`src/rtl/fetch_ctrl.sv`:
```
// Instruction-fetch sequencer: owns the PC, keeps one request outstanding to
// instruction memory, buffers one returned word for decode, and handles redirects.
module fetch_ctrl #(
  parameter logic [31:0] RESET = 32'h0000_0000
) (
  input  logic        clk,
  input  logic        reset,
  input  logic        stall,
  input  logic        redirect,
  input  logic [31:0] redirect_pc,
  output logic        inst_mem_is_ready,
  output logic [31:0] inst_mem_addr,
  input  logic        inst_mem_is_valid,
  input  logic [31:0] inst_mem_read_data,
  output logic        fetch_valid,
  output logic [31:0] fetch_inst,
  output logic [31:0] fetch_pc,
  output logic        exception,
  output logic [1:0]  state
);

  localparam logic [1:0] ISSUE = 2'd0;
  localparam logic [1:0] WAIT  = 2'd1;
  localparam logic [1:0] TRAP  = 2'd2;

  // Handshakes: a request transfers in every cycle inst_mem_is_ready is high
  // (memory never back-pressures); a response is a one-cycle inst_mem_is_valid
  // pulse, in order; the buffer is consumed in every cycle fetch_valid && !stall.
  logic [31:0] pc;
  logic        drop;
  logic        consume;
  logic        misaligned;

  assign consume           = fetch_valid && !stall;
  assign misaligned        = (redirect_pc[1:0] != 2'b00);
  assign inst_mem_addr     = pc;
  assign inst_mem_is_ready = reset && (state == ISSUE) && (!fetch_valid || !stall) && !redirect;

  always_ff @(posedge clk) begin
    if (!reset) begin
      pc          <= RESET;
      drop        <= 1'b0;
      state       <= ISSUE;
      fetch_valid <= 1'b0;
      fetch_inst  <= 32'h0;
      fetch_pc    <= RESET;
      exception   <= 1'b0;
    end else begin
      if (consume) fetch_valid <= 1'b0;
      case (state)
        ISSUE: begin
          if (redirect) begin
            fetch_valid <= 1'b0;
            if (misaligned) begin
              exception <= 1'b1;
              state     <= TRAP;
            end else begin
              pc <= redirect_pc;
            end
          end else if (inst_mem_is_ready) begin
            state <= WAIT;
          end
        end
        WAIT: begin
          if (redirect) begin
            fetch_valid <= 1'b0;
            if (misaligned) begin
              exception <= 1'b1;
              state     <= TRAP;
            end else begin
              pc <= redirect_pc;
              // A response in the redirect cycle is the stale one; otherwise
              // the word still in flight must be dropped when it arrives.
              if (inst_mem_is_valid) begin
                drop  <= 1'b0;
                state <= ISSUE;
              end else begin
                drop <= 1'b1;
              end
            end
          end else if (inst_mem_is_valid) begin
            state <= ISSUE;
            if (drop) begin
              drop <= 1'b0;
            end else begin
              fetch_inst  <= inst_mem_read_data;
              fetch_pc    <= pc;
              fetch_valid <= 1'b1;
              pc          <= pc + 32'd4;
            end
          end
        end
        TRAP: begin
          fetch_valid <= 1'b0;
        end
        default: begin
          state <= ISSUE;
        end
      endcase
    end
  end

endmodule

```
`config.mk`:
```
export PLATFORM = sky130hd
export DESIGN_NAME = fetch_ctrl
export DESIGN_NICKNAME = d
export VERILOG_FILES = /design/src/rtl/fetch_ctrl.sv
export SDC_FILE = /design/constraint.sdc
export NUM_CORES = 1
export LEC_CHECK = 0
export ABC_CLOCK_PERIOD_IN_PS = 4750
export CORE_MARGIN = 3
export CORE_UTILIZATION = 47
export DETAILED_ROUTE_END_ITERATION = 8
export PLACE_DENSITY = 0.85
export REMOVE_ABC_BUFFERS = 1
export SLEW_MARGIN = 0
export SYNTH_ARGS = -nofsm -noshare
export SYNTH_HDL_FRONTEND = slang
export SYNTH_SLANG_ARGS = --single-unit
```
`constraint.sdc`:
```
create_clock -name clk -period 4.75 [get_ports clk]
set_input_delay 0.95 -clock clk [delete_from_list [all_inputs] [get_ports clk]]
set_output_delay 0.95 -clock clk [all_outputs]
set_load 0.02 [all_outputs]
```
==> out/qor.yml <==
clock_sinks: 101
fp-row-count: 34
wl_per_cell_um: 16.44
synth_seq_cells: 101
yosys-top-cells-area: "dfxtp_1 46%, nand2_1 14%, a21oi_1 10%, nor2_1 2.5%, o21ai_0 2.2%"
async_flop_share_pct: 0
yosys.area_share.simple_pct: 26.26
cap_violations: 0
final-setup-viol-count: 0
postRouteAntennaNets: 0
utilization_pct: 71.24
core_region_area_um2: 8891
ys_types: 56
yosys-top-cells-count: "162 x nand2_1, 101 x dfxtp_1, 89 x a21oi_1"
final_max_slew_viol_count: 0
drtIter0Drc: 330
arrival_ns: 2.58
slew_headroom_pct: 41.72
ys.flop_type: "dfxtp_1"
clk_latency_ns: 0.37
synth_area_leader_cell: "dfxtp_1"
fmax_mhz: 283.6
synth_top_area_share_pct: 45.97
synth_cells: 572
fin_cells: 837
cts_tree: "done"
synthMostInstantiatedCell: "nand2_1"
critPathLaunchType: "input port"
synthMuxAreaShare_pct: 1.138
rrSetupSlack_ns: 2.21
grt_antenna_before_repair: 0
status: "complete, no violations"
fin_worst_skew_ns: 0.008507
dr.pass1.iters: 6
worstPathRequired_ns: 3.80
r2r_start: "state[1]$_SDFFE_PN0P_"
endpoint_kind: "primary output"
hold_class: "flip-flop to flip-flop"
dieArea_um2: 10550
cts_setup_buffers: 0
finalHoldViolations: 0
reg2reg_depth: 5
antenna_cells: 0
clk_pin_slew_ns: 0.09
final_cell_area_um2: 6334
synth_compound_area_share_pct: 22.39
p_leak_nw: 2.083
dpl.hpwl_um: 9464
place_congestion: 0.8895
wl_um: 13760
initial_core_util_pct: 49.47
rsz0062_at_grt: "no"
grt_start_max_net_pins: 82
avgViaCountPerCell: 5.673
grt_usage_pct: 25.87
whs_endpoint: "fetch_pc[10]$_SDFFE_PN0P_"
cellPowerDensity_nw_per_um2: 269.6
nets: 794
io_pins: 170
ctsRootBufferMaster: "clkbuf_8"
layout-drive-gt1-share_pct: 4.801
grt_pass1_wl_um: 22010
dpl_cell_area_um2: 6157
drc: 0
fp.dieH_um: 102.7
finalSetupTns_ns: 0
gr-total-overflow: 0
synth_seq_area_share_pct: 45.97
synth_edf_count: 0
cts_hold_buf: 0
area_growth_pct: 44.01
dp_cells: 821
path_max_fanout: 8
synth_area_per_cell_um2: 7.689
fin_crit_sh_pct: 74.25
reg2reg_to: "inst_mem_addr[29]$_SDFFE_PN0P_"
die_w_um: 102.7
syn_area_um2: 4398
hold_start: "fetch_pc[10]$_SDFFE_PN0P_"
port_buffers: 169
tightest_slew_ns: 0.8710
synth-xor-area-share_pct: 0
vdd_drop_max_uv: 144.8
synth_fa_ha_area_share_pct: 0.2845
htreeDepth: 3
layout_min_cycle_time_ns: 3.527
whs_path_depth: 2
synth_warnings: 0
holdWs_ns: 0.4580
ctsResizeCount: 0
path_class: "input port to primary output"
cts_buffers: 9
grt_pass1_vias: 4552
synth_top_family_by_area: "simple AND/OR/NAND/NOR gates"
cts_buffer_depth: 2
vias: 4748
## sequential cells by signal, indices dropped and copies added, names as in the netlist
name           flops
fetch_inst        32
fetch_pc          32
inst_mem_addr     32
state              2
drop               1
exception          1
fetch_valid        1
## final cells by class
cell class,instances,area [um^2]
Tap cell,108,135.1
Sequential cell,101,2022
Multi-Input combinational cell,428,2222
Clock buffer,11,131.4
Fill cell,689,2557
Clock inverter,5,45.04
Timing Repair Buffer,177,1752
Inverter,7,26.28
## cell families after synthesis
kind of cell,count (synthesis)
multiplexers,5
AND/OR/NAND/NOR,259
flip-flops,101
adder cells (fa/ha/maj),1
AO/OA/AOI/OAI,163
buffers and inverters,43
## report_power, final
part	switching, W	internal (W)
Sequential	0.0000403	0.000874
Clock	0.000317	0.000199
Combinational	0.000142	0.000136
## per-layer routing
layer  routed length, um  GRT usage [%]
met5                   0              0
met4                 275          8.267
met3                1141          5.751
met2                6705          43.69
met1                5640          33.00
## through the flow
| step | setup WS, ns | total power [W] |
|---|---|---|
| 2_1_floorplan | 0.1732 | 0.001048 |
| 3_3_place_gp | 1.251 | 0.001200 |
| 3_5_place_dp | 1.144 | 0.001208 |
| 4_1_cts | 1.236 | 0.001711 |
| 5_1_grt | 1.108 | 0.001773 |
| 6_report | 1.223 | 0.001708 |
## cells in the final DEF, fill, tap and decap left out, types with 7 or more instances in the layout
cell / n
a21oi_1: 88
clkdlybuf4s50_1: 169
o21ai_0: 19
nand2_1: 161
nand4_1: 10
buf_4: 8
a211oi_1: 7
a31oi_1: 8
dfxtp_1: 101
clkbuf_8: 9
nand3_1: 15
nor2_1: 29
nor3_1: 12
## how the worst max path moves through the flow
stage | depth (start not counted) | startpoint | endpoint | slack, ns
after floorplan | 5 | redirect | inst_mem_addr[27]$_SDFFE_PN0P_ | 0.17
after global placement | 6 | redirect | inst_mem_addr[29]$_SDFFE_PN0P_ | 1.25
after detailed placement | 6 | redirect | inst_mem_addr[29]$_SDFFE_PN0P_ | 1.14
after CTS | 5 | redirect | inst_mem_is_ready | 1.24
after global routing | 5 | redirect | inst_mem_is_ready | 1.11
final | 5 | redirect | inst_mem_is_ready | 1.22
## worst max-delay path, stage by stage
cell             delay [ns]
clkdlybuf4s50_1        0.58
nor2_1                 0.21
nand2_1                0.08
nor3_1                 0.13
clkdlybuf4s50_1        0.63
(Power assumes the default switching activity.)
